$ cat src/rtl/mem_arb_pkg.sv
`default_nettype none
// +----------------------------------------------------------------------+
// | Module   : mem_arb_pkg                                               |
// | Purpose  : Shared constants for the two-requester line-memory        |
// |            arbiter: FSM state encoding, requester IDs, default line  |
// |            width and the post-ISSUE state selection helper.          |
// | Ports    : none (package)                                            |
// | Revision : 1.0 - initial release                                     |
// +----------------------------------------------------------------------+
package mem_arb_pkg;

   // Arbiter FSM state encoding
   localparam logic [1:0] IDLE    = 2'd0;
   localparam logic [1:0] ISSUE   = 2'd1;
   localparam logic [1:0] WAIT_RD = 2'd2;
   localparam logic [1:0] WAIT_WR = 2'd3;

   // Requester identifiers
   localparam logic REQ_I = 1'b0;   // instruction cache
   localparam logic REQ_D = 1'b1;   // data cache

   // Default line geometry
   localparam int DEFAULT_LINE_SIZE = 16;
   localparam int LINE_BITS         = DEFAULT_LINE_SIZE * 8;

   // State entered once memory accepts the issued request.
   function automatic logic [1:0] wait_state_for(input logic is_write);
      return is_write ? WAIT_WR : WAIT_RD;
   endfunction

endpackage
`default_nettype wire

$ cat src/rtl/rr_arbiter2.sv
`default_nettype none
// +----------------------------------------------------------------------+
// | Module   : rr_arbiter2                                               |
// | Purpose  : Combinational two-way round-robin arbiter. A lone request |
// |            wins outright; on a tie the requester that did not win    |
// |            last time is chosen.                                      |
// | Ports    : req0, req1   - qualified requests                         |
// |            last_grant   - ID of the previous winner                  |
// |            gnt_valid    - some request is granted                    |
// |            gnt_id       - ID of the granted requester                |
// | Revision : 1.0 - initial release                                     |
// +----------------------------------------------------------------------+
module rr_arbiter2
   import mem_arb_pkg::*;
(
   input  logic req0,
   input  logic req1,
   input  logic last_grant,
   output logic gnt_valid,
   output logic gnt_id
);

   always_comb begin
      gnt_valid = req0 | req1;
      gnt_id    = REQ_I;
      if (req0 && req1) begin
         gnt_id = ~last_grant;
      end else if (req1) begin
         gnt_id = REQ_D;
      end
   end

endmodule
`default_nettype wire

$ cat src/rtl/mem_arbiter.sv
`default_nettype none
// +----------------------------------------------------------------------+
// | Module   : mem_arbiter                                               |
// | Purpose  : Shares one line-wide memory port between the I-cache (r0) |
// |            and D-cache (r1). One transaction at a time; responses    |
// |            are routed back to the requester that was granted.        |
// | Ports    : clk, reset (sync, active low)                             |
// |            rN_valid/addr/read/write/din  - requester N request       |
// |            rN_ack                        - request accepted (comb.)  |
// |            rN_resp_valid, resp_data      - completion pulse / data   |
// |            mem_is_input_valid/addr/read/write/din - memory request   |
// |            mem_ready, mem_output_valid, mem_dout  - memory handshake |
// |            busy                          - FSM not idle              |
// | Revision : 1.0 - initial release                                     |
// +----------------------------------------------------------------------+
module mem_arbiter
   import mem_arb_pkg::*;
#(
   parameter int LINE_SIZE = DEFAULT_LINE_SIZE,
   parameter int ADDR_W    = 32
)(
   input  logic                   clk,
   input  logic                   reset,
   input  logic                   r0_valid,
   input  logic [ADDR_W-1:0]      r0_addr,
   input  logic                   r0_read,
   input  logic                   r0_write,
   input  logic [LINE_SIZE*8-1:0] r0_din,
   input  logic                   r1_valid,
   input  logic [ADDR_W-1:0]      r1_addr,
   input  logic                   r1_read,
   input  logic                   r1_write,
   input  logic [LINE_SIZE*8-1:0] r1_din,
   output logic                   r0_ack,
   output logic                   r1_ack,
   output logic                   r0_resp_valid,
   output logic                   r1_resp_valid,
   output logic [LINE_SIZE*8-1:0] resp_data,
   output logic                   mem_is_input_valid,
   output logic [ADDR_W-1:0]      mem_addr,
   output logic                   mem_read,
   output logic                   mem_write,
   output logic [LINE_SIZE*8-1:0] mem_din,
   input  logic                   mem_ready,
   input  logic                   mem_output_valid,
   input  logic [LINE_SIZE*8-1:0] mem_dout,
   output logic                   busy
);

   localparam int DATA_W = LINE_SIZE * 8;

   logic [1:0]        state_q,      state_d;
   logic              last_grant_q, last_grant_d;
   logic              cur_id_q,     cur_id_d;
   logic [ADDR_W-1:0] addr_q,       addr_d;
   logic              wr_q,         wr_d;
   logic [DATA_W-1:0] din_q,        din_d;
   logic [DATA_W-1:0] resp_data_q,  resp_data_d;
   logic              resp0_q,      resp0_d;
   logic              resp1_q,      resp1_d;

   logic req0;
   logic req1;
   logic gnt_valid;
   logic gnt_id;
   logic ack_en;
   logic in_issue;

   // A valid with neither read nor write is not a real request.
   assign req0 = r0_valid & (r0_read | r0_write);
   assign req1 = r1_valid & (r1_read | r1_write);

   rr_arbiter2 u_rr_arbiter2 (
      .req0       (req0),
      .req1       (req1),
      .last_grant (last_grant_q),
      .gnt_valid  (gnt_valid),
      .gnt_id     (gnt_id)
   );

   // Gated by reset so no requester sees an ack while the block is held.
   assign ack_en   = reset & (state_q == IDLE) & gnt_valid;
   assign r0_ack   = ack_en & (gnt_id == REQ_I);
   assign r1_ack   = ack_en & (gnt_id == REQ_D);
   assign in_issue = (state_q == ISSUE);

   always_comb begin
      state_d      = state_q;
      last_grant_d = last_grant_q;
      cur_id_d     = cur_id_q;
      addr_d       = addr_q;
      wr_d         = wr_q;
      din_d        = din_q;
      resp_data_d  = resp_data_q;
      resp0_d      = 1'b0;
      resp1_d      = 1'b0;

      case (state_q)
         IDLE: begin
            if (ack_en) begin
               cur_id_d     = gnt_id;
               last_grant_d = gnt_id;
               // Write wins when both read and write are set.
               if (gnt_id == REQ_D) begin
                  addr_d = r1_addr;
                  wr_d   = r1_write;
                  din_d  = r1_din;
               end else begin
                  addr_d = r0_addr;
                  wr_d   = r0_write;
                  din_d  = r0_din;
               end
               state_d = ISSUE;
            end
         end
         ISSUE: begin
            if (mem_ready) begin
               state_d = wait_state_for(wr_q);
            end
         end
         WAIT_RD: begin
            if (mem_output_valid) begin
               resp_data_d = mem_dout;
               resp0_d     = (cur_id_q == REQ_I);
               resp1_d     = (cur_id_q == REQ_D);
               state_d     = IDLE;
            end
         end
         WAIT_WR: begin
            // The write is done on the first ready edge after acceptance.
            if (mem_ready) begin
               resp0_d = (cur_id_q == REQ_I);
               resp1_d = (cur_id_q == REQ_D);
               state_d = IDLE;
            end
         end
         default: state_d = IDLE;
      endcase
   end

   always_ff @(posedge clk) begin
      if (!reset) begin
         state_q      <= IDLE;
         last_grant_q <= REQ_D;   // r0 wins the first tie
         cur_id_q     <= REQ_I;
         addr_q       <= '0;
         wr_q         <= 1'b0;
         din_q        <= '0;
         resp_data_q  <= '0;
         resp0_q      <= 1'b0;
         resp1_q      <= 1'b0;
      end else begin
         state_q      <= state_d;
         last_grant_q <= last_grant_d;
         cur_id_q     <= cur_id_d;
         addr_q       <= addr_d;
         wr_q         <= wr_d;
         din_q        <= din_d;
         resp_data_q  <= resp_data_d;
         resp0_q      <= resp0_d;
         resp1_q      <= resp1_d;
      end
   end

   // Memory request fields are forced to zero outside ISSUE.
   assign mem_is_input_valid = in_issue;
   assign mem_addr           = in_issue ? addr_q : '0;
   assign mem_read           = in_issue & ~wr_q;
   assign mem_write          = in_issue & wr_q;
   assign mem_din            = in_issue ? din_q : '0;

   assign r0_resp_valid = resp0_q;
   assign r1_resp_valid = resp1_q;
   assign resp_data     = resp_data_q;
   assign busy          = (state_q != IDLE);

endmodule
`default_nettype wire

$ cat config.mk
export PLATFORM = sky130hd
export DESIGN_NAME = mem_arbiter
export DESIGN_NICKNAME = d
export VERILOG_FILES = /design/src/rtl/mem_arb_pkg.sv /design/src/rtl/rr_arbiter2.sv /design/src/rtl/mem_arbiter.sv
export SDC_FILE = /design/constraint.sdc
export NUM_CORES = 1
export LEC_CHECK = 0
export BUFFER_PORTS_ARGS = -buffer_cell sky130_fd_sc_hd__buf_2
export CORE_AREA = 4 4 290 292
export CTS_CLUSTER_DIAMETER = 80
export CTS_CLUSTER_SIZE = 16
export DETAILED_ROUTE_END_ITERATION = 8
export DIE_AREA = 0 0 294 296
export GPL_TIMING_DRIVEN = 0
export SLEW_MARGIN = 20
export SYNTH_ARGS = -nofsm -noshare
export SYNTH_HDL_FRONTEND = slang
export SYNTH_HIERARCHICAL = 1
export SYNTH_SLANG_ARGS = --single-unit
$ cat constraint.sdc
create_clock -name clk -period 1.4 [get_ports clk]
set_input_delay 0 -clock clk [delete_from_list [all_inputs] [get_ports clk]]
set_output_delay 0 -clock clk [all_outputs]
set_load 0.02 [all_outputs]
; Word level (Yosys, flattened, before mapping)
; Index checks and enable logic that the tools add are counted.
[totals]
regBits = 295
inputBits = 458
out_inout_bits = 296
wordCells = 56
[classes]
eq_ne = 7
muxes = 19
bitwise_logic = 15
reduce_logical = 6
[ops]
columns = operator, n
row1 = $mux 128, 2
row2 = $mux 32, 2
row3 = $and 1x1->1, 8
row4 = $mux 1, 8
row5 = $mux 2, 4
row6 = $ne 2x2->1 const B, 4
row7 = $pmux 2 s4, 1
row8 = $eq 2x2->1 const B, 2
row9 = $not 1->1, 4
row10 = $pmux 1 s2, 2
row11 = $reduce_and 2->1, 2
row12 = $reduce_and 4->1, 1
row13 = $or 1x1->1, 3
row14 = $eq 2x1->1 const B, 1
row15 = $logic_not 2->1, 1
row16 = $reduce_bool 2->1, 1
row17 = $logic_and 1x1->1, 1

; Logic depth before layout (Yosys ltp)
; Gate-level depths: netlist of run 1.
[logic_depth]
word_depth = 6
depth_mapped = 8
ltp_nobuf = 5

; Hierarchy
; Netlist of run 1, hierarchy kept.
[by_module_without_submodules]
columns = mod, instances, cells_each, area_each_um2, seq_area_each_um2
row1 = mem_arbiter, 1, 1484, 13292.7, 5905.7
row2 = rr_arbiter2, 1, 2, 13.8, 0.0

; Worst setup path before layout of run 1
; No wires, ideal clock.
[synth_timing]
path_kind = register -> register
startpoint = register last_grant_q
endpoint = register din_q[55]
setup_time_ns = 0.146
arrival_ns = 1.348
t_required_ns = 1.254
setup_slack_ns = -0.094
stages_incl_launch_ff = 7
path_buffers = 3
period_less_slack_ns = 1.494
path_cell_list = dfxtp_1 a21boi_1 buf_2 buf_2 buf_2 mux2i_1 a211oi_2
[synth_via]
elab_chain_len = 3
[synth_rtl]
columns = element, line
row1 = from (decl), mem_arbiter.sv:53  ; logic last_grant_q, last_grant_d;
row2 = from (signal assigned), mem_arbiter.sv:154  ; last_grant_q <= last_grant_d;
row3 = $not 1->1, rr_arbiter2.sv:27  ; gnt_id = ~last_grant;
row4 = $mux 1, rr_arbiter2.sv:26  ; if (req0 && req1) begin
row5 = net gnt_id, mem_arbiter.sv:65  ; logic gnt_id;
row6 = $mux 128, mem_arbiter.sv:104  ; if (gnt_id == REQ_D) begin
row7 = to (signal assigned), mem_arbiter.sv:158  ; din_q <= din_d;
row8 = to (decl), mem_arbiter.sv:57  ; logic [DATA_W-1:0] din_q, din_d;
; The timed path passes the listed nets, and every way through them passes these cells.
; A chain may end at the register's enable or synchronous reset.

; Worst setup path in the final report of run 1
[layout_timing]
startpoint = register state_q[1]
endpoint = output mem_din[84]
[layout_via]
elab_chain_len = 2
[layout_rtl]
columns = element, line
row1 = from (decl), mem_arbiter.sv:52  ; logic [1:0] state_q, state_d;
row2 = from (signal assigned), mem_arbiter.sv:153  ; state_q <= state_d;
row3 = $eq 2x1->1, mem_arbiter.sv:85  ; assign in_issue = (state_q == ISSUE);
row4 = $mux 128, mem_arbiter.sv:170  ; assign mem_din = in_issue ? din_q : '0;
row5 = to (decl), mem_arbiter.sv:43  ; output logic [LINE_SIZE*8-1:0] mem_din,
; Every way passes these cells.

==> impl_results.md, run 1 <==
* Outcome: complete, but fails checks
* Failing checks: negative setup slack
* Largest net degree at the start of global routing at 17
* Kind of critical path: reg -> out
* Placed cells at 3309
* Worst path cell trace: buf_6 > nor2_4 > buf_12 > buf_16 > clkbuf_16 > and2_4 > buf_6
* WL final at 81350 um
* DRC at 0
* CP Max Fanout at 8
* Drt pass-1 iters at 5
* Final #Nets at 3298
* Final ANT Viol Nets at 0
* Setup WS pre-CTS at -1.470 ns
* RSZ-0062 raised after global routing: true
* WL per Instance at 20.74 um
* FF-to-FF Start: state_q[1]$_SDFFE_PN0P_
* Worst-margin pin slew at 1.235 ns
* Async set-or-reset flop fraction in the synthesized netlist at 0%
* Row cnt at 105
* Top-area cell type share of the netlist area at 44.38%
* Initial antenna violation count at 6
* Sequential area share after synthesis at 44.38%
* R2R Setup Slk at -0.59 ns
* Root Buffer Master: clkbuf_16
* Clk_lat worst skew at 0.59 ns
* Layout cells sized above 1 at 49.93%
* Final WS setup at -0.6028 ns
* CTS Buf Count at 25
* Die width at 294 um
* Mapped Cells at 1486
* WP buf/inv at 5
* Grt ovf at 0
* Register bit total from synthesis at 295
* First-pass GRT wire length at 108200 um
* # clock sinks at 295
* Clk slew on worst S/H paths at 0.08 ns
* Synthesized area at 0.01331 mm^2
* Routed vias/inst at 4.332
* CP Launch Point: state_q[1]$_SDFFE_PN0P_
* Leakage at 12.27 nW
* Mapped Nets at 1944
* Worst Skew at 0.03384 ns
* Die footprint at 0.08702 mm^2
* Most common library cells after synthesis: 295 x dfxtp_1, 259 x nand2_1, 165 x nor2_1
* Worst VDD drop at 0.8662 mV
* Detail Placement HPWL at 49320 um
* Non-Filler Instances at 3923
* Htree depth at 1
* Avg Cell Area, Syn at 8.955 um^2
* Layout area overhead at 116.0%
* Rel. slew slack at 17.69%
* Element type at the critical path end: output pin
* Required @ worst endpoint at 1.40 ns
* Crit share post-route at 143.1%
* Crit path DAT at 2.00 ns
* Synth area leaders: dfxtp_1 44%, mux2i_1 12%, a211oi_2 9.4%
* Number of global-route vias before repair at 17300
* Total Power at 0.02488 W
* Max frequency at 0.4993 GHz
* Vias at 17000
* CP startpoint kind: flip-flop
* Slew Limit Fails at 0
* Final setup fails at 458
* CP delay by family, top: buffers and inverters
* Chip height at 296 um
* Number of distinct library cells after synthesis at 27
* Number of synthesized flops with an enable pin at 0
* CTS Buffer Depth at 3
* I/O pin count at 754
* Tmin final at 2.003 ns
* Yosys warning count at 6
* Worst path slowest cell: dfxtp_2
* Hold path start: reset
* Hold Path Class: in -> reg
* Worst path max stage delay at 0.33 ns
* Drt first-iter violations at 738
* Max-cap violations at 0
* Synth area leader: dfxtp_1
* Initial cell density of the core at 16.31%
* Crit-path most repeated cell: buf_6
* Most common cell in the netlist: dfxtp_1
* PD cells at 865.5 mW/mm^2
* Global Route Usage Sum at 16.25%
* Fin. Hold Viols at 0
* Final weighted congestion in routability-driven placement at 0.8351
* Commonest register cell after synthesis: dfxtp_1
* Area of the core at 0.08158 mm^2
* CTS tree: done
* PortBufs at 753
-- cell type report --
cell class	instances	area [um^2]
diodes	5	12.51
multi-input cells	1054	7946
plain buffers	119	1419
fillers	7761	52840
well taps	1070	1339
clock buffers	28	646.9
clock inverters	7	86.33
repair buffers	1341	11360
inverters	4	17.52
flip-flops and latches	295	5911
-- placed cells by master (no fill, tap or decap), types with 42 or more instances in the layout --
cell type,n
a21oi_1,106
clkbuf_16,54
buf_6,152
buf_4,46
dfxtp_1,293
buf_8,46
a211oi_2,149
and2_4,120
dlygate4sd3_1,453
nand2_1,229
nor2_1,89
and2_1,42
buf_12,52
mux2i_1,158
buf_2,625
-- sequential cells by signal, indices dropped and copies added, names as in the netlist --
name and cells:
resp_data 128, din_q 128, last_grant_q 1, addr_q 32, state_q 2, wr_q 1, cur_id_q 1, r0_resp_valid 1
r1_resp_valid 1
-- per-layer routing --
layer	vias to the layer above	GRT usage (%)	wire, um
li1	7755	-	-
met1	8123	19.36	31890
met2	878	28.02	39190
met3	239	3.482	5968
met4	0	7.602	4296
met5	-	0	0
-- stage by stage --
stage | setup TNS [ns] | cell area (um^2) | util (%) | hold WS [ns]
2_1_floorplan | -1.927 | 13360 | - | 0.07183
3_5_place_dp | -328.45 | 18470 | 22.64 | 0.2379
5_1_grt | -237.63 | 28740 | 35.22 | 0.1452
4_1_cts | -228.98 | 27180 | 33.32 | 0.08147
6_report | -200.21 | 28740 | 35.23 | 0.1368
3_3_place_gp | -376.93 | 18470 | 22.63 | 0.2277
-- worst min-delay path, cell delays in order --
cell     delay [ns]
buf_2          0.13
or4bb_4        0.32
buf_6          0.13
nand2_1        0.04
nand3_1        0.06
-- cell families (layout without fill, tap and decap cells) --
| group | count (synthesis) | count (layout) | share of synthesized area [%] |
|---|---|---|---|
| DFF | 295 | 295 | 44.38 |
| buffers and inverters | 137 | 1499 | 5.275 |
| other | 0 | 5 | 0 |
| AOI/OAI and AO/OA | 296 | 296 | 18.01 |
| and+or+nand+nor | 595 | 595 | 20.07 |
| muxes | 163 | 163 | 12.27 |
-- worst paths after layout --
check                                    to  depth (start not counted)
setup / recovery                mem_din[84]                          7
hold / removal    last_grant_q$_SDFFE_PN1P_                          5
setup reg to reg    addr_q[31]$_SDFFE_PN0P_                         10
hold reg to reg    r1_resp_valid$_SDFF_PN0_                          2
-- what timing repair did --
action | 4_1_cts | 5_1_grt
endpoints found under the setup margin | 456 | 458
hold buffers | 453 | 0
resized for setup | 578 | 458
pin swaps | 102 | 124
cloned | 35 | 20
hold endpoints to repair | 294 | 0
buffers inserted | 49 | 52
-- power breakdown --
group | switching (W) | internal (W) | total (W)
clock | 0.00360 | 0.00337 | 0.00698
sequential | 0.000402 | 0.00897 | 0.00938
combinational | 0.00401 | 0.00451 | 0.00852
No activity file was read; power rests on OpenSTA's default activity.
==> run 2: changes to the inputs <==
Settings changed: SKIP_LAST_GASP from default to 1.
==> run 2 against run 1 <==
- the flow still finishes with violations (negative setup slack)
- clock power about the same
- power decreased by 1.2%
- via count decreased by 2.0%
- count of clock-buffer cells in the layout unchanged
- clock skew increased by 0.0014 ns
- sequential share of layout area increased by 0.57 points
- sequential cell count unchanged
- hold slack got worse by 0.044 ns
- core utilization decreased by 0.96 points
- wire length decreased by 3.3%
- first-iteration DRC count increased by 14%
- maximum frequency decreased by 1.3%
==> impl_results.md, run 2 (synthesized netlist as in run 1, its figures left out) <==
* DRC at 0 (unchanged)
* Placed cells at 3309 (unchanged)
* CTS Buf Count at 25 (unchanged)
* CTS Buffer Depth at 3 (unchanged)
* PortBufs at 753 (unchanged)
* Failing checks: negative setup slack
* Crit share post-route at 144.9% (+1.9 points)
* First-pass GRT wire length at 106900 um (-1.2%)
* Outcome: complete, but fails checks
* Worst Skew at 0.03523 ns (+0.001387 ns)
* Die width at 294 um (unchanged)
* Kind of critical path: reg -> out
* I/O pin count at 754 (unchanged)
* Worst Setup EP: mem_din[1]
* Fin. Hold Viols at 0 (unchanged)
* CP Max Fanout at 10 (+2)
* # clock sinks at 295 (unchanged)
* Drt pass-1 iters at 5 (unchanged)
* Root Buffer Master: clkbuf_16
* FF-to-FF Start: state_q[1]$_SDFFE_PN0P_
* Drt first-iter violations at 839 (+14%)
* RSZ-0062 raised after global routing: true
* Leakage at 11.99 nW (-2.3%)
* Tmin final at 2.029 ns (+0.02602 ns)
* Clk slew on worst S/H paths at 0.08 ns (about the same)
* Routed vias/inst at 4.253 (-1.8%)
* Final Core Density at 34.27% (-0.96 points)
* Clk_lat worst skew at 0.60 ns (about the same)
* PD cells at 878.8 mW/mm^2 (+1.5%)
* Global Route Usage Sum at 16.08% (-0.17 points)
* Slew Limit Fails at 0 (unchanged)
* Most frequent cells in the layout: 620 x buf_2, 453 x dlygate4sd3_1, 293 x dfxtp_1
* Final weighted congestion in routability-driven placement at 0.8351 (unchanged)
* Max frequency at 0.4929 GHz (-1.3%)
* Worst VDD drop at 0.8584 mV (-0.90%)
* Initial cell density of the core at 16.31% (unchanged)
* WL per Instance at 20.10 um (-3.1%)
* Rel. slew slack at 21.66% (+4.0 points)
* CP startpoint kind: flip-flop
* Grt ovf at 0 (unchanged)
* Initial antenna violation count at 5 (-1)
* Final WS setup at -0.6289 ns (-0.02602 ns)
* Worst reg2reg path depth at 10 (unchanged)
* Area of the core at 0.08158 mm^2 (unchanged)
* Layout area overhead at 110.1%
* Max-cap violations at 0 (unchanged)
* Element type at the critical path end: output pin
* Non-Filler Instances at 3916 (-0.18%)
* Most common cell after layout, fill and taps aside: buf_2
* Largest net degree at the start of global routing at 17 (unchanged)
* CTS tree: done
* Die footprint at 0.08702 mm^2 (unchanged)
* R2R Setup Slk at -0.61 ns (-0.02 ns)
* Reg-to-reg endpoint: din_q[124]$_SDFFE_PN0P_
* Worst-margin pin slew at 1.175 ns (-0.05957 ns)
* Number of global-route vias before repair at 17250 (-0.32%)
* Chip height at 296 um (unchanged)
* Required @ worst endpoint at 1.40 ns (about the same)
* Final #Nets at 3292 (-0.18%)
* CP Launch Point: state_q[1]$_SDFFE_PN0P_
* Hold Path Class: in -> reg
* Final setup fails at 458 (unchanged)
* Row cnt at 105 (unchanged)
* Detail Placement HPWL at 49320 um (unchanged)
* Htree depth at 1 (unchanged)
* Layout cells sized above 1 at 45.21% (-4.7 points)
* Final ANT Viol Nets at 0 (unchanged)
* Crit path DAT at 2.03 ns (+0.03 ns)
* Vias at 16660 (-2.0%)
* WL final at 78690 um (-3.3%)
run 2: cell types whose count changed in the layout (fill, tap and decap cells not counted), moves of 13 or more:
cell | before | now
a21oi_1 | 106 | 125
nor2_2 | 41 | 18
buf_4 | 46 | 70
nor2_4 | 35 | 22
and2_1 | 42 | 61
nor2_1 | 89 | 125
nand2_4 | 19 | 0
and2_4 | 120 | 101
nand2_1 | 229 | 254
a21oi_2 | 24 | 5
a211oi_1 | 11 | 34
buf_6 | 152 | 137
a211oi_2 | 149 | 128
run 2: area by class of cell:
class                      count  area [um^2]
antenna                        4        10.01
buffer                       126         1408
clock buffer                  28        646.9
clock inverter                 7        86.33
fill                        7884        53630
inverter                       4        17.52
multi-input combinational   1054         7377
sequential                   295         5908
tap                         1070         1339
timing repair buffer        1328        11160
run 2: power by group:
part	total [W]	internal, W	switching [W]
Clock	0.00698	0.00338	0.00361
Combinational	0.00826	0.00441	0.00385
Sequential	0.00932	0.00897	0.000352
Total	0.0246	0.0168	0.00781
run 2: per-stage QoR:
step	total power [W]	TNS, ns	area (um^2)	setup WS, ns	hold slack [ns]
floorplan	0.01211	-1.927	13360	-0.03915	0.07183
global placement	0.01402	-376.93	18470	-1.474	0.2277
detailed placement	0.01407	-328.45	18470	-1.470	0.2379
CTS	0.02426	-249.25	27010	-0.6795	0.08147
global route	0.02556	-267.41	27950	-0.7428	0.1056
finish	0.02457	-222.73	27960	-0.6289	0.09255
run 2: worst min-delay path by stage:
stage	startpoint	to	slack [ns]	depth (start not counted)
4_1_cts	reset	last_grant_q$_SDFFE_PN1P_	0.08	5
2_1_floorplan	reset	last_grant_q$_SDFFE_PN1P_	0.07	1
5_1_grt	mem_output_valid	resp_data[5]$_SDFFE_PN0P_	0.11	6
6_report	reset	last_grant_q$_SDFFE_PN1P_	0.09	5
3_3_place_gp	reset	last_grant_q$_SDFFE_PN1P_	0.23	2
3_5_place_dp	reset	last_grant_q$_SDFFE_PN1P_	0.24	2
run 2: repair_timing:
action,in CTS,in global routing
hold buffers,453,0
pin swaps,101,63
endpoints found under the hold margin,294,0
resized for setup,523,269
cloned,35,16
buffers inserted,49,32
endpoints found under the setup margin,456,458
run 2: metal layers:
layer	part of all wire [%]	wire, um	track usage, %
met1	40	31460	19.13
met5	0	0	0
met3	7.1	5592	3.422
met2	48	37760	27.44
met4	4.9	3878	8.172
run 2: worst max-delay path, cell delays in order, from the launching register on:
cell	delay, ns
dfxtp_2	0.34
buf_6	0.12
nor2_4	0.16
buf_12	0.12
clkbuf_16	0.13
clkbuf_4	0.19
and2_1	0.17
buf_2	0.18
